--- src/rtl/psum_router_seq_if.sv ---
// Command, monitor and router-control bundle for one psum router sequencer.
// The master side is the layer controller plus the router's monitored output.
interface psum_router_seq_if #(
  parameter int LEN_W = 16
);
  logic             cmd_valid;
  logic             cmd_ready;
  logic             cmd_in_sel;
  logic             cmd_out_sel;
  logic [LEN_W-1:0] cmd_len;
  logic             abort;
  logic             mon_valid;
  logic             mon_ready;
  logic             data_in_sel;
  logic             data_out_sel;
  logic             route_en;
  logic             busy;
  logic             done;
  logic             aborted;
  logic [LEN_W-1:0] beat_cnt;

  modport master (
    output cmd_valid, cmd_in_sel, cmd_out_sel, cmd_len, abort, mon_valid, mon_ready,
    input  cmd_ready, data_in_sel, data_out_sel, route_en, busy, done, aborted, beat_cnt
  );

  modport slave (
    input  cmd_valid, cmd_in_sel, cmd_out_sel, cmd_len, abort, mon_valid, mon_ready,
    output cmd_ready, data_in_sel, data_out_sel, route_en, busy, done, aborted, beat_cnt
  );
endinterface

--- src/rtl/psum_router_seq.sv ---
// Psum router sequencer: latches mux selects from a queued command and opens the
// route only while the selects are stable, counting beats until length or abort.
//
// state | meaning
// IDLE  | waiting for a command, selects hold their last value
// SETUP | new selects settling at the router, traffic gated off
// RUN   | route_en high, counting beats on the selected output
// DONE  | one-cycle completion pulse, then back to IDLE
module psum_router_seq #(
  parameter int LEN_W = 16
) (
  input  logic             clk,
  input  logic             rst,
  psum_router_seq_if.slave bus
);

  typedef enum logic [1:0] {
    S_IDLE  = 2'd0,
    S_SETUP = 2'd1,
    S_RUN   = 2'd2,
    S_DONE  = 2'd3
  } state_e;

  state_e           state_q, state_d;
  logic [LEN_W-1:0] len_q, len_d;
  logic [LEN_W-1:0] cnt_q, cnt_d;
  logic [LEN_W-1:0] cnt_inc;
  logic             in_sel_q, in_sel_d;
  logic             out_sel_q, out_sel_d;
  logic             aborted_q, aborted_d;
  logic             route_en;
  logic             beat;
  logic             last_beat;

  assign route_en  = (state_q == S_RUN);
  assign beat      = route_en & bus.mon_valid & bus.mon_ready;
  assign cnt_inc   = cnt_q + LEN_W'(1);
  assign last_beat = beat & (cnt_inc == len_q);

  always_comb begin
    state_d   = state_q;
    len_d     = len_q;
    cnt_d     = cnt_q;
    in_sel_d  = in_sel_q;
    out_sel_d = out_sel_q;
    aborted_d = aborted_q;
    case (state_q)
      S_IDLE: begin
        if (bus.cmd_valid) begin
          in_sel_d  = bus.cmd_in_sel;
          out_sel_d = bus.cmd_out_sel;
          len_d     = bus.cmd_len;
          cnt_d     = '0;
          aborted_d = 1'b0;
          state_d   = S_SETUP;
        end
      end
      S_SETUP: begin
        state_d = (len_q == '0) ? S_DONE : S_RUN;
      end
      S_RUN: begin
        if (beat) begin
          cnt_d = cnt_inc;
        end
        // A final beat coinciding with abort still counts as normal completion.
        if (last_beat) begin
          aborted_d = 1'b0;
          state_d   = S_DONE;
        end else if (bus.abort) begin
          aborted_d = 1'b1;
          state_d   = S_DONE;
        end
      end
      S_DONE: begin
        state_d = S_IDLE;
      end
      default: begin
        state_d = S_IDLE;
      end
    endcase
  end

  always_ff @(posedge clk) begin
    if (rst) begin
      state_q   <= S_IDLE;
      len_q     <= '0;
      cnt_q     <= '0;
      in_sel_q  <= 1'b0;
      out_sel_q <= 1'b0;
      aborted_q <= 1'b0;
    end else begin
      state_q   <= state_d;
      len_q     <= len_d;
      cnt_q     <= cnt_d;
      in_sel_q  <= in_sel_d;
      out_sel_q <= out_sel_d;
      aborted_q <= aborted_d;
    end
  end

  assign bus.cmd_ready    = (state_q == S_IDLE);
  assign bus.busy         = (state_q != S_IDLE);
  assign bus.done         = (state_q == S_DONE);
  assign bus.aborted      = (state_q == S_DONE) & aborted_q;
  assign bus.route_en     = route_en;
  assign bus.data_in_sel  = in_sel_q;
  assign bus.data_out_sel = out_sel_q;
  assign bus.beat_cnt     = cnt_q;

endmodule

--- src/flat_wrapper.sv ---
// flat-port wrapper written by rule: the top's interface ports become plain ports
module psum_router_seq_flat 
#(
  parameter int LEN_W = 16
)
  (clk, rst, bus_cmd_valid, bus_cmd_in_sel, bus_cmd_out_sel, bus_cmd_len, bus_abort, bus_mon_valid, bus_mon_ready, bus_cmd_ready, bus_data_in_sel, bus_data_out_sel, bus_route_en, bus_busy, bus_done, bus_aborted, bus_beat_cnt);
  psum_router_seq_if #(.LEN_W(LEN_W)) bus_i ();
  input  logic clk;
  input  logic rst;
  input wire logic [$bits(bus_i.cmd_valid)-1:0] bus_cmd_valid;
  input wire logic [$bits(bus_i.cmd_in_sel)-1:0] bus_cmd_in_sel;
  input wire logic [$bits(bus_i.cmd_out_sel)-1:0] bus_cmd_out_sel;
  input wire logic [$bits(bus_i.cmd_len)-1:0] bus_cmd_len;
  input wire logic [$bits(bus_i.abort)-1:0] bus_abort;
  input wire logic [$bits(bus_i.mon_valid)-1:0] bus_mon_valid;
  input wire logic [$bits(bus_i.mon_ready)-1:0] bus_mon_ready;
  output wire logic [$bits(bus_i.cmd_ready)-1:0] bus_cmd_ready;
  output wire logic [$bits(bus_i.data_in_sel)-1:0] bus_data_in_sel;
  output wire logic [$bits(bus_i.data_out_sel)-1:0] bus_data_out_sel;
  output wire logic [$bits(bus_i.route_en)-1:0] bus_route_en;
  output wire logic [$bits(bus_i.busy)-1:0] bus_busy;
  output wire logic [$bits(bus_i.done)-1:0] bus_done;
  output wire logic [$bits(bus_i.aborted)-1:0] bus_aborted;
  output wire logic [$bits(bus_i.beat_cnt)-1:0] bus_beat_cnt;
  assign bus_i.cmd_valid = bus_cmd_valid;
  assign bus_i.cmd_in_sel = bus_cmd_in_sel;
  assign bus_i.cmd_out_sel = bus_cmd_out_sel;
  assign bus_i.cmd_len = bus_cmd_len;
  assign bus_i.abort = bus_abort;
  assign bus_i.mon_valid = bus_mon_valid;
  assign bus_i.mon_ready = bus_mon_ready;
  assign bus_cmd_ready = bus_i.cmd_ready;
  assign bus_data_in_sel = bus_i.data_in_sel;
  assign bus_data_out_sel = bus_i.data_out_sel;
  assign bus_route_en = bus_i.route_en;
  assign bus_busy = bus_i.busy;
  assign bus_done = bus_i.done;
  assign bus_aborted = bus_i.aborted;
  assign bus_beat_cnt = bus_i.beat_cnt;
  psum_router_seq #(.LEN_W(LEN_W)) u_core (.clk(clk), .rst(rst), .bus(bus_i));
endmodule
--- config.mk ---
export PLATFORM = sky130hd
export DESIGN_NAME = psum_router_seq_flat
export DESIGN_NICKNAME = d
export VERILOG_FILES = /design/src/rtl/psum_router_seq_if.sv /design/src/rtl/psum_router_seq.sv /design/src/flat_wrapper.sv
export SDC_FILE = /design/constraint.sdc
export NUM_CORES = 1
export LEC_CHECK = 0
export ABC_AREA = 1
export BUFFER_PORTS_ARGS = -buffer_cell sky130_fd_sc_hd__buf_2
export CELL_PAD_IN_SITES_DETAIL_PLACEMENT = 1
export CELL_PAD_IN_SITES_GLOBAL_PLACEMENT = 1
export CORE_AREA = 4 4 79 81
export CTS_CLUSTER_DIAMETER = 40
export DETAILED_ROUTE_END_ITERATION = 10
export DIE_AREA = 0 0 83 85
export PLACE_DENSITY_LB_ADDON = 0.12
export REMOVE_ABC_BUFFERS = 1
export SLEW_MARGIN = 10
export SYNTH_ARGS = -nofsm -noshare
export SYNTH_HDL_FRONTEND = slang
export SYNTH_SLANG_ARGS = --single-unit
--- constraint.sdc ---
create_clock -name clk -period 3.8 [get_ports clk]
set_clock_uncertainty 0.1 [all_clocks]
set_input_delay 0.19 -clock clk [delete_from_list [all_inputs] [get_ports clk]]
set_output_delay 0.19 -clock clk [all_outputs]
set_load 0.01 [all_outputs]
# Yosys cells after proc, flatten, opt, wreduce, memory -nomap -nowiden

Index checks and enable logic that the tools add are counted.

Register bits after elaboration: 37
Input bits: 24
Word-level logic and storage cells: 38

$add $sub $neg: 1
Eq/ne operators: 7
Mux-type cells: 12
Bitwise operators: 4
Reductions and logical operators: 8

Operators with widths:

| cell                  | count |
|---|---|
| $mux 16               | 2 |
| $pmux 16 s2           | 1 |
| $add 16x1->16 const B | 1 |
| $eq 16x16->1          | 1 |
| $logic_not 16->1      | 1 |
| $pmux 2 s4            | 1 |
| $mux 2                | 3 |
| $reduce_and 3->1      | 2 |
| $and 1x1->1           | 4 |
| $eq 2x2->1 const B    | 2 |
| $mux 1                | 4 |
| $ne 2x2->1 const B    | 2 |
| $reduce_and 2->1      | 2 |
| $reduce_bool 2->1     | 2 |
| $ne 3x3->1 const B    | 1 |
| $eq 2x1->1 const B    | 1 |
| $logic_not 2->1       | 1 |
| $pmux 1 s2            | 1 |

# Depth between registers and ports, before layout

Gate-level depths: netlist of the first run.

Word-level depth: 6
Depth in mapped cells: 16
Mapped depth without buffers: 16

# Least setup slack after synthesis of the first run

No wires, ideal clock.

Path kind: register -> register
From: register u_core.state_q[0]
To: register u_core.cnt_q[9] (netlist: u_core.bus.beat_cnt[9])
Setup time: 132 ps
Data arrival time: 1803 ps
Setup slack: 1765 ps
Cell stages (with the launch flop): 10
Period minus slack after synthesis: 2035 ps
Cells stage by stage: dfxtp_1 -> inv_1 -> ha_1 -> inv_1 -> or2_2 -> o21ai_1 -> nor2_1 -> buf_2 -> nand3_1 -> a21oi_1

Elaborated cells between the ends (all ways): 9
Those cells by class: eq/ne (3); mux (1); bitwise (2); reduce/logical (3)

RTL lines:

| element                                                                 | line                  | RTL |
|---|---|---|
| start: declaration                                                      | psum_router_seq.sv:24 | `state_e state_q, state_d;` |
| start signal: assignment                                                | psum_router_seq.sv:92 | `state_q <= state_d;` |
| $logic_not 2->1 *                                                       | -                     |  |
| named net bus_cmd_ready                                                 | flat_wrapper.sv:17    | `output wire logic [$bits(bus_i.cmd_ready)-1:0] bus_cmd_ready;` |
| $ne 2x2->1 (no source line) / $reduce_bool 2->1 (equally long branches) | -                     |  |
| $reduce_and 3->1 (no source line)                                       | -                     |  |
| end signal: assignment                                                  | psum_router_seq.sv:94 | `cnt_q <= cnt_d;` |
| end: declaration                                                        | psum_router_seq.sv:26 | `logic [LEN_W-1:0] cnt_q, cnt_d;` |

The timed path passes the listed nets; every way through them passes the cells marked *.
A chain may end at the register's enable or synchronous reset.

# Worst setup path in the final report of the first run

From: register u_core.state_q[0]
To: register u_core.cnt_q[3] (netlist: u_core.bus.beat_cnt[3])

Cells in the longest elaborated chain, start to end: 5
Elaborated cells between the ends (all ways): 9
Those cells by class: eq/ne (3); mux (1); bitwise (2); reduce/logical (3)

Ends and longest elaborated chain:

| element                           | line                                         | RTL |
|---|---|---|
| $eq 2x2->1                        | psum_router_seq.sv:35, psum_router_seq.sv:47 |  |
| $and 1x1->1 (2 in series)         | psum_router_seq.sv:36                        | `assign beat = route_en & bus.mon_valid & bus.mon_ready;` |
| $ne 2x2->1 (no source line)       | -                                            |  |
| $reduce_and 3->1 (no source line) | -                                            |  |

Parallel ways exist; a longest one is shown, timed or not.

==> results.cfg, run 1 <==
[detailed_routing]
viasPerCell = 5.05
wl_per_cell_um = 14.5
routed_wl_mm = 6.66
first_pass_iters = 4
drt-initial-drc-count = 78
vias = 2314
drc = 0
ant_nets = 0

[timing]
relSlewSlack = 0.617
setup_viol = 0
hold_viol = 0
setup_tns_ns = 0
fin_crit_sh = 0.582
fmax_mhz = 452
layout_min_cycle_time_ns = 2.21
finalMaxSlewViolations = 0
tightest_slew_ns = 0.574
setup_slack_ns = 1.59
grt_setup_unrepaired = false

[placement]
port_buffers = 46
globalplace.congestion = 0.805
dp_hpwl_mm = 5.13
dpl-instance-area_sq_um = 2530
place_ws_ns = 1.61

[floorplan]
die_w_um = 83
num_rows = 27
ioPinCount = 47
initial_core_util = 0.406
die_y_um = 85
die-area_sq_um = 7060
coreArea_sq_um = 5470

[cts]
post_cts_buffers = 0
cts_root_buf = clkbuf_8
postCtsHoldBufs = 0
ctsResizeCount = 0
clk-insertion-delay-late_ns = 0.29
htreeDepth = 2
clk_pin_slew_worst_paths_ns = 0.08
cts_inserted_buffers = 5
cts_buffer_depth = 2
cts_tree = done
cts_num_sinks = 37

[worst_setup_path]
crit_chain = inv_1, ha_1, inv_1, or2_2, o21ai_1, buf_4, nor2_1, buf_4, a32oi_1, nor2_1
cp_max_fo = 17
worst-r2r-setup-slack_ns = 1.59
r2r-end = u_core.bus.beat_cnt[3]
r2r-start = u_core.state_q[0]
crit_path_end_kind = flop
worstPathRequired_ns = 3.88
ff2ff_path_depth = 10
arrival_ns = 2.30
slowest_delay_ns = 0.36
cp_slowest_cell = dfxtp_1
critPathTopFamily = buffers and inverters
path_class = reg -> reg
start_kind = flop
crit_buf_inv = 4

[worst_hold_path]
holdCritStartpoint = bus_cmd_len[5]
hp-class = in -> reg
whs_path_depth = 3
worstHoldEndpoint = u_core.len_q[5]

[logic_synthesis]
synth_top_area_share = 0.333
netlist_area_sq_um = 2220
synthCells = 338
synth_edf_count = 0
yosysWarnings = 0
synth_top_cell_by_area = dfxtp_1
synth_ff_type = dfxtp_1
netlist_top_cells_count = nand2_1 (88), dfxtp_1 (37), nor2_1 (37)
ys_types = 29
yosysMostFrequentCell = nand2_1
synth_seq_cells = 37
async_flop_share = 0
yosysSeqAreaShare = 0.333
avgSynthCellArea_sq_um = 6.57
synthTopCellsByArea = dfxtp_1 (33%), nand2_1 (15%), nand3_1 (7.4%), nor2_1 (6.3%), a21oi_1 (5.9%)

[grt]
grt_pass1_wl_mm = 11.4
grt_max_degree = 23
grt_antenna_before_repair = 0
grt_use_total = 0.197
grt_pass1_vias = 2387
grt.overflow.total = 0

[power_and_ir_drop]
p_leak_nw = 1.19
p_int_mw = 0.832
p_sw_frac = 0.394
max-vdd-ir-drop_v = 0.000380
power_frac_clock = 0.261
power_density_nw_per_um2 = 519
sequentialPowerShare = 0.375
power_mw = 1.37
combPwrFrac = 0.364
net-switching-power_mw = 0.540

[finish]
antennaDiodeCount = 0
final_util = 0.483
multi_input_area_sq_um = 1310
regArea_sq_um = 741
area_growth_pct = 19.0
fill_cells = 766
finalInstanceArea_sq_um = 2650
nNetsFinal = 414
drive_gt1_frac = 0.194

[status]
outcome = completed

[run]
cap_violations = 0
[how the worst max path moves through the flow]
stage / from / end / slack [ns] / cells after the start
final: u_core.state_q[0] / u_core.bus.beat_cnt[3] / 1.59 / 10
after global routing: u_core.bus.beat_cnt[0] / u_core.state_q[1] / 1.33 / 14
after CTS: u_core.state_q[0] / u_core.bus.beat_cnt[3] / 1.59 / 10
after detailed placement: u_core.state_q[0] / u_core.bus.beat_cnt[3] / 1.61 / 10
after global placement: u_core.state_q[0] / u_core.bus.beat_cnt[3] / 1.61 / 10
after floorplan: u_core.state_q[0] / u_core.bus.beat_cnt[3] / 1.41 / 8
[power groups by stage]
stage / clock, mW / combinational (mW) / sequential (mW)
after floorplan: 0 / 0.329 / 0.506
after global placement: 0 / 0.494 / 0.521
after global routing: 0.379 / 0.574 / 0.525
after detailed placement: 0 / 0.504 / 0.524
after CTS: 0.363 / 0.507 / 0.515
final: 0.358 / 0.500 / 0.515
[layer usage]
layer  wire, um  up-vias  GRT usage
li1           -     1196          -
met1       3120     1061      0.251
met2       3150       50      0.341
met3        316        7     0.0398
met4         67        0     0.0475
met5          0        -          0
[per-stage QoR]
stage / instances / hold WS [ns]
after floorplan: 329 / 0.159
final: 458 / 0.0434
after global placement: 450 / 0.339
after detailed placement: 450 / 0.351
after CTS: 458 / 0.0386
after global routing: 458 / 0.0366
[cell families after synthesis]
group,after synthesis,synth area share
flip-flops,37,0.333
XOR/XNOR,6,0.0360
AO/OA/AOI/OAI,51,0.120
buffers and inverters,45,0.0766
adder cells (fa/ha/maj),5,0.0282
AND/OR/NAND/NOR,194,0.406
[placed cells by master (no fill, tap or decap), drive strengths merged, types with 2 or more instances in the layout]
cell,n
nand4,10
nand2,95
xor2,2
a21oi,26
dfxtp,37
inv,34
buf,49
nor4,3
xnor3,2
clkbuf,5
nor2,46
clkinv,3
xnor2,2
nand3b,4
o21ai,21
nand3,34
ha,5
[registers in the layout, indices dropped and copies added (netlist names)]
signal and count:
u_core.state_q 2, u_core.len_q 16, u_core.bus.beat_cnt 16, u_core.bus.data_in_sel 1, u_core.aborted_q 1, u_core.bus.data_out_sel 1
[final cells by class]
type                       instances  share of cell area
multi-input combinational        256               0.496
sequential                        37               0.280
timing repair buffer              49              0.0956
inverter                          36              0.0511
tap                               72              0.0341
clock buffer                       5              0.0260
clock inverter                     3              0.0175
[worst reg2reg max path: cells and delay by family (launching register included)]
family                   cells  cell delay, ns
AND/OR/NAND/NOR              3            0.43
adder cells (fa/ha/maj)      1            0.24
AO/OA/AOI/OAI                2            0.29
buffers and inverters        4            0.69
flip-flops                   1            0.36
Power figures use the tool's default switching activity.
==> run 2, diff against run 1 <==
CORE_AREA = 4 4 86 88   (was 4 4 79 81)
DIE_AREA = 0 0 90 92   (was 0 0 83 85)
clock period = 2 ns   (was 3.8 ns; I/O delays follow)
==> results.cfg, run 2 (synthesized netlist as in run 1, its figures left out) <==
[worst_hold_path]
whs_path_depth = 3
hp-class = in -> reg
holdCritStartpoint = bus_cmd_len[12]

[worst_setup_path]
ff2ff_path_depth = 14
arrival_ns = 2.15
worstPathRequired_ns = 2.09
start_kind = flop
path_class = reg -> reg
cp-startpoint = u_core.bus.beat_cnt[1]
r2r-start = u_core.bus.beat_cnt[1]
cp_max_fo = 5
worst-r2r-setup-slack_ns = -0.06
crit_path_end_kind = flop

[cts]
cts_buffer_depth = 2
cts_num_sinks = 37
clk_pin_slew_worst_paths_ns = 0.08
cts_inserted_buffers = 5
cts_root_buf = clkbuf_8
cts_tree = done
clk-insertion-delay-late_ns = 0.29
htreeDepth = 2

[status]
violations = setup timing
outcome = finished with violations

[placement]
port_buffers = 46
globalplace.congestion = 0.818
place_ws_ns = -0.126
dp_hpwl_mm = 5.43

[timing]
setup_viol = 3
setup_slack_ns = -0.0587
fmax_mhz = 486
grt_setup_unrepaired = true
hold_viol = 0
layout_min_cycle_time_ns = 2.06
relSlewSlack = 0.618
setup_tns_ns = -0.128
tightest_slew_ns = 0.573
finalMaxSlewViolations = 0
fin_crit_sh = 1.03

[floorplan]
die_w_um = 90
num_rows = 30
ioPinCount = 47
coreArea_sq_um = 6640
die_y_um = 92
initial_core_util = 0.334
die-area_sq_um = 8280

[power_and_ir_drop]
max-vdd-ir-drop_v = 0.000724
power_density_nw_per_um2 = 846
power_mw = 2.61
p_leak_nw = 1.43

[finish]
drive_gt1_frac = 0.281
area_growth_pct = 38.8
layout_common_cells = nand2_1 (83), buf_2 (46), nor2_1 (35), inv_1 (33)
final_util = 0.464
antennaDiodeCount = 0
layout_commonest_cell = nand2_1
nNetsFinal = 458

[grt]
grt_antenna_before_repair = 0
grt.overflow.total = 0
grt_pass1_vias = 2660
grt_pass1_wl_mm = 12.9
grt_max_degree = 23
grt_use_total = 0.190

[detailed_routing]
drt-initial-drc-count = 41
first_pass_iters = 4
viasPerCell = 4.90
wl_per_cell_um = 14.5
drc = 0
ant_nets = 0
routed_wl_mm = 7.38
vias = 2500

[run]
cap_violations = 0
run 2: cell count changes in the layout (fill, tap and decap cells not counted), moves of 3 or more:
cell / before / now
nand2_1: 88 / 83
dfxtp_2: 0 / 6
buf_4: 3 / 30
dlygate4sd3_1: 0 / 15
dfxtp_1: 37 / 31
nand2_2: 7 / 10
run 2: timing repair:
action / in CTS / in global routing
hold buffers: 15 / 0
endpoints found under the hold margin: 15 / 0
endpoints found under the setup margin: 3 / 3
resized for setup: 14 / 10
pin swaps: 6 / 4
setup buffers: 5 / 3
run 2: power breakdown:
group          internal (mW)  total, mW  switching, mW  leakage (nW)
logic                  0.458       1.12          0.657          1.08
clock network          0.242      0.532          0.290        0.0450
registers              0.863      0.961         0.0976         0.306
run 2: through the flow:
stage               cells  hold WS [ns]  cell area, sq um
floorplan             329        0.0691              2190
global placement      479         0.248              2700
finish                510        0.0101              3080
CTS                   507       0.00347              3030
detailed placement    479         0.260              2700
global route          510        0.0167              3080
run 2: area by class of cell:
class / count / area (sq um)
fill: 884 / 3560
tap: 80 / 100
sequential: 37 / 748
multi-input combinational: 256 / 1380
timing repair buffer: 93 / 637
clock inverter: 2 / 10.0
inverter: 36 / 139
clock buffer: 6 / 72.6
run 2: critical path, stage by stage (launching register included):
cell and delay (ns):
dfxtp_2 0.36, buf_4 0.15, nand3_1 0.15, nor2_2 0.20, nand2_1 0.10, nand3b_1 0.11
nand2_1 0.07, nor2_1 0.11, nand3_1 0.10, nor2_2 0.14, nand2_2 0.09, nand3_4 0.09
nand3_1 0.07, nand2_1 0.06, nor2_1 0.05
run 2: path summary, 6_finish.rpt:
path / end
worst min-delay path: u_core.len_q[12]
worst max-delay path: u_core.state_q[1]
worst min register to register: u_core.aborted_q
worst max register to register: u_core.state_q[1]
run 2: metal layers:
layer | vias up | routed length (um) | global-route usage
met5 | - | 0 | 0
met4 | 0 | 64 | 0.0510
met3 | 7 | 279 | 0.0312
met2 | 46 | 3530 | 0.326
met1 | 1157 | 3500 | 0.246
li1 | 1290 | - | -
